===== config.mk =====
export PLATFORM = sky130hd
export DESIGN_NAME = onion_pwm_multi_flat
export DESIGN_NICKNAME = d
export VERILOG_FILES = /design/src/rtl/onion_pwm_pkg.sv /design/src/rtl/onion_pwm_if.sv /design/src/rtl/onion_pwm_timebase.sv /design/src/rtl/onion_pwm_multi.sv /design/src/flat_wrapper.sv
export SDC_FILE = /design/constraint.sdc
export NUM_CORES = 1
export LEC_CHECK = 0
export CORE_MARGIN = 2
export CORE_UTILIZATION = 51
export CTS_CLUSTER_SIZE = 40
export DETAILED_ROUTE_END_ITERATION = 8
export DONT_BUFFER_PORTS = 1
export PLACE_DENSITY = 0.65
export SYNTH_ARGS = -nofsm -noshare
export SYNTH_HDL_FRONTEND = slang
export SYNTH_SLANG_ARGS = --single-unit

===== constraint.sdc =====
create_clock -name clk -period 4.75 [get_ports clk]
set_input_delay 0.2375 -clock clk [delete_from_list [all_inputs] [get_ports clk]]
set_output_delay 0.2375 -clock clk [all_outputs]
set_load 0.05 [all_outputs]

===== src/rtl/onion_pwm_pkg.sv =====
`default_nettype none
// ============================================================================
// Module   : onion_pwm_pkg
// Brief    : Shared encodings and helpers for the multi-channel PWM block.
// Revision : 1.0
// ============================================================================
package onion_pwm_pkg;

    localparam logic MODE_EDGE   = 1'b0;
    localparam logic MODE_CENTER = 1'b1;

    typedef enum logic {
        DIR_UP   = 1'b0,
        DIR_DOWN = 1'b1
    } dir_e;

    // One extra bit lets a duty of MAX+1 express "always high".
    function automatic int DUTY_W(input int res);
        return res + 1;
    endfunction

endpackage
`default_nettype wire


===== src/rtl/onion_pwm_if.sv =====
`default_nettype none
// ============================================================================
// Module   : onion_pwm_if
// Brief    : Control inputs and PWM outputs of the multi-channel PWM block.
// Revision : 1.0
// ============================================================================
interface onion_pwm_if
    import onion_pwm_pkg::*;
#(
    parameter int NUM_CH        = 4,
    parameter int RES_BITS      = 8,
    parameter int PRESCALE_BITS = 8
);
    localparam int DW = DUTY_W(RES_BITS);

    logic                     enable;
    logic                     center_mode;
    logic [PRESCALE_BITS-1:0] prescale;
    logic [NUM_CH*DW-1:0]     duty_in;
    logic [NUM_CH-1:0]        duty_wr;
    logic [NUM_CH-1:0]        polarity;
    logic [NUM_CH-1:0]        PWM_o;
    logic                     period_start_o;

    modport master (
        output enable, center_mode, prescale, duty_in, duty_wr, polarity,
        input  PWM_o, period_start_o
    );

    modport slave (
        input  enable, center_mode, prescale, duty_in, duty_wr, polarity,
        output PWM_o, period_start_o
    );

endinterface
`default_nettype wire


===== src/rtl/onion_pwm_timebase.sv =====
`default_nettype none
// ============================================================================
// Module   : onion_pwm_timebase
// Brief    : Prescaler plus edge/centre-aligned counter with period boundary.
// Revision : 1.0
// ============================================================================
module onion_pwm_timebase
    import onion_pwm_pkg::*;
#(
    parameter int RES_BITS      = 8,
    parameter int PRESCALE_BITS = 8
) (
    input  wire logic                     clk,
    input  wire logic                     reset,
    input  wire logic                     enable_i,
    input  wire logic                     center_mode_i,
    input  wire logic [PRESCALE_BITS-1:0] prescale_i,
    output logic      [RES_BITS-1:0]      cnt_o,
    output logic                          boundary_o,
    output logic                          enable_q_o
);
    localparam logic [RES_BITS-1:0] CNT_MAX = '1;
    localparam logic [RES_BITS-1:0] CNT_ONE = RES_BITS'(1);

    logic [PRESCALE_BITS-1:0] pcnt_q, pcnt_d;
    logic [RES_BITS-1:0]      cnt_q, cnt_d;
    dir_e                     dir_q, dir_d;
    logic                     mode_q, mode_d;
    logic                     enable_q;
    logic                     w_run, w_tick, w_boundary;

    always_ff @(posedge clk or negedge reset) begin
        if (!reset) begin
            pcnt_q   <= '0;
            cnt_q    <= '0;
            dir_q    <= DIR_UP;
            mode_q   <= MODE_EDGE;
            enable_q <= 1'b0;
        end else begin
            pcnt_q   <= pcnt_d;
            cnt_q    <= cnt_d;
            dir_q    <= dir_d;
            mode_q   <= mode_d;
            enable_q <= enable_i;
        end
    end

    // The first enabled cycle holds cnt at 0 so the first period is complete
    // once the output stage (driven by enable_q) starts following the compare.
    always_comb begin
        pcnt_d     = pcnt_q;
        cnt_d      = cnt_q;
        dir_d      = dir_q;
        mode_d     = mode_q;
        w_run      = enable_i & enable_q;
        w_tick     = w_run && (pcnt_q >= prescale_i);
        w_boundary = w_tick && ((mode_q == MODE_EDGE) ? (cnt_q == CNT_MAX)
                                                      : (dir_q == DIR_DOWN && cnt_q == CNT_ONE));
        if (!w_run) begin
            pcnt_d = '0;
            cnt_d  = '0;
            dir_d  = DIR_UP;
            mode_d = center_mode_i;
        end else begin
            pcnt_d = w_tick ? '0 : pcnt_q + PRESCALE_BITS'(1);
            if (w_boundary) begin
                cnt_d  = '0;
                dir_d  = DIR_UP;
                mode_d = center_mode_i;
            end else if (w_tick) begin
                if (mode_q == MODE_EDGE || (dir_q == DIR_UP && cnt_q != CNT_MAX)) begin
                    cnt_d = cnt_q + CNT_ONE;
                end else begin
                    cnt_d = cnt_q - CNT_ONE;
                    dir_d = DIR_DOWN;
                end
            end
        end
    end

    assign cnt_o      = cnt_q;
    assign boundary_o = w_boundary;
    assign enable_q_o = enable_q;

endmodule
`default_nettype wire


===== src/rtl/onion_pwm_multi.sv =====
`default_nettype none
// ============================================================================
// Module   : onion_pwm_multi
// Brief    : Multi-channel PWM with shared timebase and shadowed duty update.
// Revision : 1.0
// ============================================================================
module onion_pwm_multi
    import onion_pwm_pkg::*;
#(
    parameter int NUM_CH        = 4,
    parameter int RES_BITS      = 8,
    parameter int PRESCALE_BITS = 8
) (
    input  wire logic  clk,
    input  wire logic  reset,
    onion_pwm_if.slave bus
);
    localparam int DW = DUTY_W(RES_BITS);

    logic [RES_BITS-1:0] w_cnt;
    logic                w_boundary;
    logic                w_enable_q;
    logic                period_start_q;

    onion_pwm_timebase #(
        .RES_BITS      (RES_BITS),
        .PRESCALE_BITS (PRESCALE_BITS)
    ) u_timebase (
        .clk           (clk),
        .reset         (reset),
        .enable_i      (bus.enable),
        .center_mode_i (bus.center_mode),
        .prescale_i    (bus.prescale),
        .cnt_o         (w_cnt),
        .boundary_o    (w_boundary),
        .enable_q_o    (w_enable_q)
    );

    always_ff @(posedge clk or negedge reset) begin
        if (!reset) period_start_q <= 1'b0;
        else        period_start_q <= w_boundary;
    end

    assign bus.period_start_o = period_start_q;

    for (genvar i = 0; i < NUM_CH; i++) begin : g_ch
        logic [DW-1:0] staging_q;
        logic [DW-1:0] shadow_q;
        logic          pwm_q;
        logic          w_raw;

        assign w_raw = ({1'b0, w_cnt} < shadow_q);

        // Shadow only moves at the boundary (or while idle), so no runt pulses.
        always_ff @(posedge clk or negedge reset) begin
            if (!reset) begin
                staging_q <= '0;
                shadow_q  <= '0;
                pwm_q     <= 1'b0;
            end else begin
                if (bus.duty_wr[i])               staging_q <= bus.duty_in[i*DW +: DW];
                if (w_boundary || !bus.enable)    shadow_q  <= staging_q;
                pwm_q <= w_enable_q ? (w_raw ^ bus.polarity[i]) : bus.polarity[i];
            end
        end

        assign bus.PWM_o[i] = pwm_q;
    end

endmodule
`default_nettype wire

===== src/flat_wrapper.sv =====
// flat-port wrapper written by rule: the top's interface ports become plain ports
module onion_pwm_multi_flat import onion_pwm_pkg::*;
#(
    parameter int NUM_CH        = 4,
    parameter int RES_BITS      = 8,
    parameter int PRESCALE_BITS = 8
)
  (clk, reset, bus_enable, bus_center_mode, bus_prescale, bus_duty_in, bus_duty_wr, bus_polarity, bus_PWM_o, bus_period_start_o);
  onion_pwm_if #(.NUM_CH(NUM_CH), .RES_BITS(RES_BITS), .PRESCALE_BITS(PRESCALE_BITS)) bus_i ();
  input  wire logic clk;
  input  wire logic reset;
  input wire logic [$bits(bus_i.enable)-1:0] bus_enable;
  input wire logic [$bits(bus_i.center_mode)-1:0] bus_center_mode;
  input wire logic [$bits(bus_i.prescale)-1:0] bus_prescale;
  input wire logic [$bits(bus_i.duty_in)-1:0] bus_duty_in;
  input wire logic [$bits(bus_i.duty_wr)-1:0] bus_duty_wr;
  input wire logic [$bits(bus_i.polarity)-1:0] bus_polarity;
  output wire logic [$bits(bus_i.PWM_o)-1:0] bus_PWM_o;
  output wire logic [$bits(bus_i.period_start_o)-1:0] bus_period_start_o;
  assign bus_i.enable = bus_enable;
  assign bus_i.center_mode = bus_center_mode;
  assign bus_i.prescale = bus_prescale;
  assign bus_i.duty_in = bus_duty_in;
  assign bus_i.duty_wr = bus_duty_wr;
  assign bus_i.polarity = bus_polarity;
  assign bus_PWM_o = bus_i.PWM_o;
  assign bus_period_start_o = bus_i.period_start_o;
  onion_pwm_multi #(.NUM_CH(NUM_CH), .RES_BITS(RES_BITS), .PRESCALE_BITS(PRESCALE_BITS)) u_core (.clk(clk), .reset(reset), .bus(bus_i));
endmodule

; ---- Word level (Yosys, flattened, before mapping)
; Index checks and enable logic that the tools add are counted.
[word_totals]
word_cells = 64
inputBits = 56
output_inout_bits = 5
register_bits = 96
[op_classes]
bitwise_logic = 7
n_eq_ne = 6
addsub = 3
mux = 17
order_cmp = 5
n_reduce_logical = 8
[op_table]
columns = op, n
row1 = 8-bit 2-to-1 mux, 6
row2 = 8-bit by 9-bit less-than comparator with 1-bit output, 4
row3 = "8-bit by 1-bit adder with 8-bit output, second input constant", 2
row4 = 1-bit 2-to-1 mux, 11
row5 = "8-bit by 1-bit equality test with 1-bit output, second input constant", 1
row6 = "8-bit equality test, second input constant", 1
row7 = 8-bit greater-or-equal comparator, 1
row8 = "8-bit != test, second input constant", 1
row9 = "8-bit by 1-bit subtractor with 8-bit output, second input constant", 1
row10 = 1-bit logical AND, 4
row11 = 1-bit XOR, 4
row12 = "3-bit by 1-bit != test with 1-bit output, second input constant", 1
row13 = "3-bit by 2-bit != test with 1-bit output, second input constant", 1
row14 = 1-bit logical OR, 2
row15 = "2-bit by 1-bit != test with 1-bit output, second input constant", 1
row16 = 1-bit inverter, 2
row17 = 2-bit AND reduction, 1
row18 = 1-bit AND, 1
row19 = 1-bit zero test, 1

; ---- Logic depth before layout (Yosys ltp)
; Gate-level depths: netlist of the first run.
[depth]
word_depth = 7
mapped_depth = 9
mapped_depth_nobuf = 7

; ---- Modules after synthesis
; From an unflattened synthesis of the first run, not the netlist that was laid out.
[hier_totals]
hier_cells = 446
area_unflattened_um2 = 4968.5
[modules_own_cells]
columns = mod, area_per_inst_um2, n_inst, seq_area_each_um2, cells_each
row1 = onion_pwm_multi, 3598.5, 1, 1926.8, 305
row2 = onion_pwm_timebase, 1370.1, 1, 475.5, 141

; ---- Least setup slack after synthesis of the first run
; No wires, ideal clock.
[synth_path]
path_type = flip-flop to flip-flop
start = reg u_core.u_timebase.cnt_q[2], in the netlist u_core.u_timebase.cnt_o[2]
end = reg u_core.g_ch[0].shadow_q[6]
setup_time_ns = 0.125
period_less_slack_ns = 2.619
stages_incl_launch_ff = 9
n_path_buf = 3
setup_slack_ns = 2.131
arrival_time_ns = 2.494
required_ns = 4.625
cell_sequence = dfrtp_1 > buf_6 > or3_4 > or4_4 > o32a_1 > o31a_1 > buf_6 > buf_6 > mux2_4
[synth_via]
elab_chain_cells = 5
word_cells_on_any_way = 6
cone_classes = 2 x eq/ne / 1 x mux / 3 x reduce/logical
[synth_lines]
columns = element, line
row1 = "start, declared", onion_pwm_timebase.sv:26  ; logic [RES_BITS-1:0] cnt_q, cnt_d;
row2 = "start signal, assigned", onion_pwm_timebase.sv:41  ; cnt_q <= cnt_d;
row3 = 8-bit by 1-bit equality test with 1-bit output, onion_pwm_timebase.sv:58  ; : (dir_q == DIR_DOWN && cnt_q == CNT_ONE));
row4 = 1-bit logical AND, onion_pwm_timebase.sv:58
row5 = 1-bit 2-to-1 mux *, onion_pwm_timebase.sv:57  ; w_boundary = w_tick && ((mode_q == MODE_EDGE) ? (cnt_q == CNT_MAX)
row6 = 1-bit logical AND *, onion_pwm_timebase.sv:57
row7 = 1-bit logical OR *, onion_pwm_multi.sv:62  ; if (w_boundary || !bus.enable) shadow_q <= staging_q;
row8 = "end signal, assigned", onion_pwm_multi.sv:62
row9 = "end, declared", onion_pwm_multi.sv:48  ; logic [DW-1:0] shadow_q;
; Mark *: on every way between the ends. The rest lies on a longest branch, timed or not.
; A chain may end at the register's enable or synchronous reset.

; ---- Worst setup path after layout of the first run
[layout_path]
start = reg u_core.u_timebase.pcnt_q[2]
end = reg u_core.g_ch[0].shadow_q[2]
[layout_via]
elab_chain_cells = 4
[layout_lines]
columns = element, line
row1 = "start, declared", onion_pwm_timebase.sv:25  ; logic [PRESCALE_BITS-1:0] pcnt_q, pcnt_d;
row2 = "start signal, assigned", onion_pwm_timebase.sv:40  ; pcnt_q <= pcnt_d;
row3 = 8-bit greater-or-equal comparator, onion_pwm_timebase.sv:56  ; w_tick = w_run && (pcnt_q >= prescale_i);
row4 = 1-bit logical AND, onion_pwm_timebase.sv:56
row5 = 1-bit logical AND, onion_pwm_timebase.sv:57
row6 = 1-bit logical OR, onion_pwm_multi.sv:62
; No other way between the ends.

==> results.json, run 1 <==
{
  "status": "complete, no violations",
  "pwr-share-clk": 0.287,
  "grtUsageMet1": 0.2514,
  "synth_nets": 516,
  "antennaDiodeCount": 0,
  "required_ps": 5000,
  "syn_to_final_growth_pct": 13.47,
  "tightestPinTransition_ps": 1241,
  "max_freq_mhz": 309.1,
  "syn_area_um2": 5026,
  "path_delay_family": "compound AO/OA/AOI/OAI gates",
  "synth_area_per_cell_um2": 11.97,
  "io_buffers": 0,
  "synthArstFlopShare": 1.000,
  "fillCellCount": 806,
  "cts.sinks": 96,
  "cts_buffer_depth": 2,
  "dp_hpwl_mm": 6.113,
  "drt.antenna.violating_nets": 0,
  "drt-total-wl_mm": 9.398,
  "vias_per_cell": 5.376,
  "die_area_um2": 10660,
  "worst-path-buf-inv": 1,
  "cp_slowest_cell": "o31a_2",
  "p_leak_nw": 2.711,
  "first_iter_violations": 107,
  "die-width_um": 103.3,
  "finalHoldViolCount": 0,
  "finalWorstSetupSlack_ps": 1515,
  "finalPower_mw": 1.703,
  "finalCriticalPeriod_ps": 3235,
  "slowest_delay_ps": 960,
  "vias": 3199,
  "post-place-ws_ps": 1525,
  "worst_setup_path_start_kind": "register",
  "synthDistinctLibCells": 43,
  "route.detailed.drc": 0,
  "overflow": 0,
  "grtUsageMet2": 0.2952,
  "combPwrFrac": 0.144,
  "criticalPathCategory": "register to register",
  "min_period_over_period": 0.6811,
  "final_nets": 553,
  "antenna_found_initial": 0,
  "clk_latency_ps": 370,
  "core-area_um2": 9684,
  "drv_slew": 0,
  "internal_power_mw": 1.257,
  "skew_ps": 10.99,
  "cap_violations": 0,
  "drive_above_1_share": 0.2078,
  "maxSlewHeadroom": 0.1727,
  "start_util": 0.5190,
  "setup_violations": 0,
  "rows": 36,
  "swShare": 0.2622,
  "ioPinCount": 61,
  "gp_congestion": 0.8719,
  "cts-buffers-inserted": 9,
  "hp-class": "input port to register",
  "drt-wirelength-per-cell_um": 15.79,
  "peakVddDrop_mv": 0.2307,
  "grt_usage": 0.1877,
  "arrival_ps": 3490,
  "met3_usage": 0.04906,
  "grt_pass1_vias": 3130,
  "path_cells": "ha_1 -> a211oi_1 -> o21ai_0 -> a211oi_2 -> buf_4 -> o31a_2 -> mux2_2",
  "htree_levels": 3,
  "end_kind": "register",
  "die_h_um": 103.3,
  "busiest_layer": "met2",
  "ys.flop_type": "dfrtp_1",
  "pwr_density_cell_nw_per_um2": 298.7,
  "p_switching_mw": 0.4466,
  "grt_pass1_wl_mm": 15.17,
  "netlist_instances": 420,
  "yosys_warnings": 0,
  "setup_tns_ps": 0,
  "ys_seq_elements": 96,
  "root_buffer": "clkbuf_8",
  "clkTransAtPathRegs_ps": 90,
  "first_pass_iters": 4,
  "synth_edf_count": 0,
  "cts_resized": 0,
  "grt_max_degree": 97,
  "cp_max_fo": 36,
  "power_frac_seq": 0.570,
  "rsz0062_at_grt": "false",
  "yosysSeqAreaShare": 0.4780,
  "cts_tree": "built"
}
Yosys cell counts, types with 2 or more instances:
| cell | count | area [um^2] |
|---|---|---|
| a211oi_1 | 4 | 30.03 |
| a31oi_1 | 2 | 12.51 |
| mux2_4 | 30 | 450.4 |
| xor2_1 | 10 | 87.58 |
| nor2_1 | 15 | 56.30 |
| buf_6 | 5 | 56.30 |
| inv_1 | 41 | 153.9 |
| a21o_1 | 5 | 37.54 |
| buf_4 | 4 | 30.03 |
| nand2b_1 | 10 | 62.56 |
| a21oi_1 | 16 | 80.08 |
| nor3_1 | 3 | 15.01 |
| o32a_1 | 2 | 20.02 |
| and3_1 | 3 | 18.77 |
| clkbuf_1 | 8 | 30.03 |
| nand3_1 | 18 | 90.09 |
| or4b_2 | 2 | 20.02 |
| o211ai_1 | 4 | 30.03 |
| dfrtp_1 | 96 | 2402 |
| o21ai_0 | 10 | 50.05 |
| o21a_1 | 2 | 15.01 |
| a2111oi_0 | 4 | 35.03 |
| ha_1 | 40 | 500.5 |
| mux2_2 | 43 | 484.2 |
| o32ai_1 | 2 | 17.52 |
| or3_1 | 2 | 12.51 |
| nand4_1 | 4 | 25.02 |
| nand2_1 | 20 | 75.07 |
cells by family (layout without fill, tap and decap cells):
logic type | after synthesis | after routing | synth area share
DFF | 96 | 96 | 0.4780
and+or+nand+nor | 86 | 86 | 0.09012
muxes | 73 | 73 | 0.1860
buffers and inverters | 58 | 100 | 0.05377
AOI/OAI and AO/OA | 56 | 56 | 0.07344
adders and majority gates | 40 | 40 | 0.09958
xor gates and xnor gates | 11 | 11 | 0.01917
registers in the layout (all words and copies together), names as in the netlist:
register	count
u_core.u_timebase.mode_q	1
u_core.u_timebase.cnt_o	8
u_core.g_ch.staging_q	36
u_core.bus.period_start_o	1
u_core.u_timebase.pcnt_q	8
u_core.g_ch.shadow_q	36
u_core.u_timebase.enable_q_o	1
u_core.g_ch.pwm_q	4
u_core.u_timebase.dir_q	1
metal layers:
layer | up-vias | part of all wire
met5 | - | 0
met4 | 0 | 0.014
met3 | 9 | 0.040
met2 | 54 | 0.48
met1 | 1592 | 0.46
li1 | 1544 | -
repair_timing:
item	4_1_cts	5_1_grt
setup buffers	0	0
hold endpoints to repair	110	23
hold buffers	16	26
power groups by stage:
stage	Sequential (mW)	Clock (mW)	Combinational, mW
2_1_floorplan	0.947	0	0.205
3_3_place_gp	0.984	0	0.189
3_5_place_dp	0.986	0	0.198
4_1_cts	0.970	0.505	0.228
5_1_grt	0.982	0.540	0.276
6_report	0.970	0.488	0.245
final timing paths:
| kind | startpoint | endpoint | cells past startpoint | slack [ps] |
|---|---|---|---|---|
| setup / recovery | u_core.u_timebase.pcnt_q[2] | u_core.g_ch[0].shadow_q[2] | 7 | 1510 |
| hold / removal | bus_duty_in[21] | u_core.g_ch[2].staging_q[3] | 1 | 20 |
| setup reg to reg | u_core.u_timebase.pcnt_q[2] | u_core.g_ch[0].shadow_q[2] | 7 | 1510 |
| hold reg to reg | u_core.g_ch[2].staging_q[1] | u_core.g_ch[2].shadow_q[1] | 1 | 510 |
| max in group asynchronous | reset | u_core.g_ch[1].staging_q[8] | 2 | 3940 |
| min in group asynchronous | reset | u_core.u_timebase.pcnt_q[7] | 2 | 460 |
stage by stage:
stage               cells  hold slack, ps    util  area (um^2)
floorplan             420          -58.09       -         5026
global placement      537          -55.11  0.5256         5090
detailed placement    537          -54.57  0.5256         5090
CTS                   569          0.4838  0.5620         5443
global route          595          0.1932  0.5889         5703
finish                595           19.59  0.5889         5703
layout by cell type (no fill, tap or decap), types with 2 or more instances in the layout:
cell type,count
nand2_1,20
and3_1,3
or4b_2,2
or3_1,2
o21ai_0,10
a21o_1,5
xor2_1,10
nand4_1,4
inv_1,41
a2111oi_0,4
o21a_1,2
clkbuf_1,2
a21oi_1,16
nand3_1,18
o32ai_1,2
mux2_2,43
nor3_1,3
ha_1,40
a211oi_1,3
mux2_4,30
nor2_1,15
o211ai_1,4
dfrtp_1,96
clkbuf_8,10
o32a_1,2
clkinv_4,2
nand2b_1,10
a31oi_1,2
dlygate4sd3_1,41
final cells by class:
class,instances,area [um^2],share of cell area
clock buffers,12,145.1,0.02545
multi-input cells,266,2360,0.4138
inverters,41,153.9,0.02699
repair buffers,43,445.4,0.07810
flip-flops and latches,96,2402,0.4212
well taps,133,166.4,0.02918
clock inverters,4,30.03,0.005265
Note: power is estimated with default switching activity, not from simulation.
==> inputs of run 2 (changes only) <==
ABC_AREA = 1   (was not set)
clock period = 3.15 ns   (was 4.75 ns; I/O delays follow)
==> results.json, run 2 <==
{
  "dpl_cell_area_um2": 5415,
  "yosys_warnings": 0,
  "yosysMostFrequentCell": "nand2_1",
  "finalWorstSetupSlack_ps": 850.8,
  "yosysTopAreaCellShare": 0.4404,
  "rrSetupSlack_ps": 850,
  "worstHoldEndpoint": "u_core.g_ch[2].pwm_q",
  "p_leak_nw": 3.271,
  "clk_latency_ps": 360,
  "overflow": 0,
  "cap_violations": 0,
  "syn_to_final_growth_pct": 18.46,
  "min_period_over_period": 0.7299,
  "start_util": 0.5261,
  "synthDistinctLibCells": 28,
  "cts_tree": "built",
  "post-place-ws_ps": 843.3,
  "grt_pass1_vias": 4200,
  "dp_cells": 706,
  "pwr_density_cell_nw_per_um2": 421.9,
  "die_h_um": 107.4,
  "htree_levels": 3,
  "setup_violations": 0,
  "die-width_um": 107.4,
  "post_cts_buffers": 0,
  "top_regs": "u_core.g_ch.shadow_q x36, u_core.g_ch.staging_q x36",
  "vias": 4121,
  "hp-start": "bus_polarity[2]",
  "netlist_instances": 592,
  "dp_hpwl_mm": 7.438,
  "multi_input_area_um2": 2591,
  "yosys-top-cells-area": "dfrtp_1, nand2_1, ha_1",
  "synth_edf_count": 0,
  "drive_above_1_share": 0.1426,
  "yosys.area.top_type": "dfrtp_1",
  "criticalPathCategory": "register to register",
  "cp_max_fo": 37,
  "finalCriticalPeriod_ps": 2299,
  "vias_per_cell": 5.138,
  "core-area_um2": 10370,
  "root_buffer": "clkbuf_8",
  "gp_congestion": 0.9028,
  "synth_nets": 688,
  "skew_ps": 13.19,
  "rows": 37,
  "route.detailed.drc": 0,
  "tightestPinTransition_ps": 589.5,
  "grt_max_degree": 97,
  "end_kind": "register",
  "cts.sinks": 96,
  "worst_setup_path_start_kind": "register",
  "fillCellCount": 888,
  "r2r-start": "u_core.u_timebase.pcnt_q[5]",
  "register_area_um2": 2402,
  "rr_worst_depth": 10,
  "drv_slew": 0,
  "grt_usage": 0.2185,
  "finalHoldViolCount": 0,
  "antennaDiodeCount": 0,
  "reg2reg_to": "u_core.u_timebase.mode_q",
  "crit_start": "u_core.u_timebase.pcnt_q[5]",
  "setup_tns_ps": 0,
  "cts_buffer_depth": 2,
  "max_freq_mhz": 434.9,
  "holdBufCountCts": 80,
  "yosysSeqAreaShare": 0.4404,
  "stdcell_area_um2": 6462,
  "synth_area_per_cell_um2": 9.215,
  "peakVddDrop_mv": 0.3684,
  "synthTopCellsByCount": "nand2_1, dfrtp_1, inv_1",
  "required_ps": 3420,
  "syn_area_um2": 5455,
  "io_buffers": 0,
  "cts-buffers-inserted": 9,
  "hp-class": "input port to register",
  "ys_seq_elements": 96,
  "drt-wirelength-per-cell_um": 14.47,
  "grt_pass1_wl_mm": 19.66,
  "synthArstFlopShare": 1.000,
  "clkTransAtPathRegs_ps": 100,
  "maxSlewHeadroom": 0.6070,
  "drt-total-wl_mm": 11.61,
  "ys.flop_type": "dfrtp_1",
  "ioPinCount": 61,
  "layout_common_cells": "nand2_1, dfrtp_1, dlygate4sd3_1",
  "drt.antenna.violating_nets": 0,
  "cts_resized": 0,
  "stdcell_count": 802,
  "final_nets": 757,
  "first_pass_iters": 5,
  "antenna_found_initial": 0,
  "hold_path_depth": 4,
  "status": "complete, no violations",
  "first_iter_violations": 167,
  "arrival_ps": 2570,
  "layout.cells.most_common": "nand2_1",
  "die_area_um2": 11540,
  "rsz0062_at_grt": "false"
}
==> run 2: changes by cell type in the layout (fill, tap and decap cells not counted), moves of 19 or more <==
cell	previous run	this run
mux2_4	30	0
nand2_1	20	168
nor2_1	15	34
dlygate4sd3_1	41	78
nand3_2	0	32
inv_1	41	64
==> run 2: cell families after synthesis <==
logic type,after synthesis,share of synthesized area
XOR/XNOR,13,0.02087
multiplexers,36,0.07431
flip-flops,96,0.4404
AND/OR/NAND/NOR,285,0.2546
buffers and inverters,88,0.08463
AO/OA/AOI/OAI,34,0.03349
adder cells (fa/ha/maj),40,0.09174
==> run 2: per-layer routing <==
metal  vias up  wire length (um)  track usage
met5         -                 0            0
met2        91              5679       0.3675
met3        21               510      0.04056
met1      1962              5214       0.2829
li1       2047                 -            -
met4         0               201      0.07784
==> run 2: worst max path at each step <==
stage / cells past startpoint / slack, ps / endpoint
6_report: 10 / 850 / u_core.u_timebase.mode_q
5_1_grt: 10 / 660 / u_core.u_timebase.mode_q
4_1_cts: 10 / 830 / u_core.u_timebase.mode_q
3_5_place_dp: 10 / 840 / u_core.u_timebase.mode_q
3_3_place_gp: 9 / 940 / u_core.u_timebase.mode_q
2_1_floorplan: 10 / 1390 / u_core.g_ch[0].shadow_q[8]
==> run 2: worst max-delay path, cell delays in order (launching register included) <==
cell	delay, ps
dfrtp_1	450
ha_1	320
nand2_1	70
a21oi_1	60
nor2_1	150
nand3_2	210
nand3_2	150
buf_4	450
nand2_1	190
nand2_1	100
nand2_1	50
==> run 2: report_power, final <==
| group | internal [mW] | total, mW | switching (mW) |
|---|---|---|---|
| logic | 0.222 | 0.402 | 0.179 |
| clock network | 0.452 | 0.889 | 0.437 |
| registers | 1.34 | 1.44 | 0.0945 |
| total | 2.02 | 2.73 | 0.711 |
==> run 2: cell type report <==
cell class | count | share of cell area
Tap cell | 136 | 0.02633
Multi-Input combinational cell | 408 | 0.4010
Inverter | 65 | 0.03775
Clock inverter | 6 | 0.01413
Timing Repair Buffer | 81 | 0.1293
Sequential cell | 96 | 0.3717
Clock buffer | 10 | 0.01975
==> run 2: stage by stage <==
step,hold slack [ps],utilization,power (mW)
after floorplan,-138.1,-,1.677
after global placement,-134.6,0.5222,1.694
after detailed placement,-135.7,0.5222,1.710
after CTS,13.39,0.6232,2.742
after global routing,23.19,0.6232,2.871
final,31.43,0.6232,2.726
==> inputs of run 3 (changes only) <==
clock period = 2.3 ns   (was 3.15 ns; I/O delays follow)
==> results.json, run 3 (synthesis gave the netlist of run 2 again) <==
{
  "top_regs": "u_core.g_ch.shadow_q x36, u_core.g_ch.staging_q x36",
  "die-width_um": 107.4,
  "gp_congestion": 0.8827,
  "grt_usage": 0.2174,
  "cts_buffer_depth": 2,
  "worst_setup_path_start_kind": "register",
  "holdBufCountCts": 79,
  "drt-total-wl_mm": 11.46,
  "internal_power_mw": 2.572,
  "drt-wirelength-per-cell_um": 14.22,
  "min_period_over_period": 0.8991,
  "drive_above_1_share": 0.1493,
  "layout_common_cells": "nand2_1, dfrtp_1, dlygate4sd3_1",
  "layout.cells.most_common": "nand2_1",
  "overflow": 0,
  "combPwrFrac": 0.145,
  "start_util": 0.5261,
  "setup_tns_ps": 0,
  "arrival_ps": 2380,
  "final_nets": 761,
  "drt.antenna.violating_nets": 0,
  "required_ps": 2610,
  "cts-buffers-inserted": 9,
  "max_freq_mhz": 483.6,
  "core-area_um2": 10370,
  "vias": 4056,
  "cts_tree": "built",
  "rr_worst_depth": 10,
  "grt_pass1_vias": 4021,
  "skew_ps": 9.583,
  "fillCellCount": 896,
  "io_buffers": 0,
  "utilization": 0.6213,
  "cp_max_fo": 36,
  "swShare": 0.2735,
  "first_pass_iters": 4,
  "p_leak_nw": 3.265,
  "htree_levels": 3,
  "root_buffer": "clkbuf_8",
  "power_frac_seq": 0.556,
  "hold_slack_ps": -567.2,
  "tightestPinTransition_ps": 511.2,
  "dpl_cell_area_um2": 5453,
  "finalCriticalPeriod_ps": 2068,
  "rsz0062_at_grt": "false",
  "post-place-ws_ps": 286.2,
  "finalWorstSetupSlack_ps": 232.1,
  "stdcell_area_um2": 6442,
  "grt_pass1_wl_mm": 19.48,
  "clk_latency_ps": 380,
  "violations": "negative hold slack",
  "cap_violations": 0,
  "drv_slew": 0,
  "multi_input_area_um2": 2591,
  "ioPinCount": 61,
  "status": "finished, violations left",
  "rrSetupSlack_ps": 230,
  "pwr_density_cell_nw_per_um2": 549.5,
  "cts.sinks": 96,
  "die_area_um2": 11540,
  "hp-class": "input port to asynchronous set/reset pin",
  "finalPower_mw": 3.540,
  "syn_to_final_growth_pct": 18.10,
  "peakVddDrop_mv": 0.3503,
  "p_switching_mw": 0.9680,
  "grt_max_degree": 97,
  "antennaDiodeCount": 0,
  "antenna_found_initial": 0,
  "dp_hpwl_mm": 7.481,
  "register_area_um2": 2402,
  "first_iter_violations": 189,
  "pwr-share-clk": 0.299,
  "route.detailed.drc": 0,
  "clkTransAtPathRegs_ps": 90,
  "vias_per_cell": 5.032,
  "die_h_um": 107.4,
  "maxSlewHeadroom": 0.6592,
  "rows": 37,
  "setup_violations": 0,
  "end_kind": "register",
  "finalHoldViolCount": 96,
  "criticalPathCategory": "register to register"
}
run 3: changes by cell type in the layout (fill, tap and decap cells not counted), sizes merged:
cell      change
buf           +4
bufinv        -2
inv           +1
clkinvlp      +1
run 3: path summary, 6_finish.rpt:
kind                                                    end                        start
worst max-delay path             u_core.g_ch[3].shadow_q[6]   u_core.u_timebase.cnt_o[1]
worst min-delay path            u_core.g_ch[0].staging_q[3]                        reset
worst max register to register   u_core.g_ch[3].shadow_q[6]   u_core.u_timebase.cnt_o[1]
worst min register to register   u_core.g_ch[0].shadow_q[6]  u_core.g_ch[0].staging_q[6]
max in group asynchronous        u_core.g_ch[2].shadow_q[2]                        reset
min in group clk                       u_core.g_ch[2].pwm_q              bus_polarity[2]
run 3: power by group through the flow:
stage / Combinational (mW) / Sequential, mW / Clock [mW]
5_1_grt: 0.580 / 1.99 / 1.17
6_report: 0.514 / 1.97 / 1.06
2_1_floorplan: 0.357 / 1.94 / 0
3_3_place_gp: 0.325 / 2.00 / 0
4_1_cts: 0.507 / 1.97 / 1.09
3_5_place_dp: 0.342 / 2.00 / 0
run 3: critical path, cell delays in order (launching register included):
cell and delay (ps):
dfrtp_1 490, inv_1 140, ha_1 210, nand2_1 70
nor3_1 170, nand2_2 80, a21oi_2 140, nand3_2 150
nand2_4 340, nand2_1 110, nand2_1 80
run 3: routing by layer:
metal	part of all wire	vias up	routed length, um	GRT usage
li1	-	2052	-	-
met5	0	-	0	0
met1	0.44	1921	5018	0.2864
met4	0.0095	0	109	0.06593
met2	0.51	75	5877	0.3653
met3	0.040	8	456	0.04116
run 3: final cells by class:
type                    count  area share
multi-input cells         408      0.4022
flip-flops and latches     96      0.3729
repair buffers             85      0.1313
inverters                  65     0.03787
well taps                 136     0.02641
clock buffers              10     0.02136
clock inverters             6    0.007963
run 3: repair_timing:
item | 4_1_cts | 5_1_grt
hold endpoints to repair | 174 | 96
setup buffers | 0 | 0
gates resized for setup | 0 | 0
run 3: per-stage QoR:
stage          hold WS [ps]  instances
2_1_floorplan        -180.6        592
3_3_place_gp         -176.8        711
3_5_place_dp         -176.9        711
4_1_cts              -599.1        806
5_1_grt              -608.9        806
6_report             -567.2        806
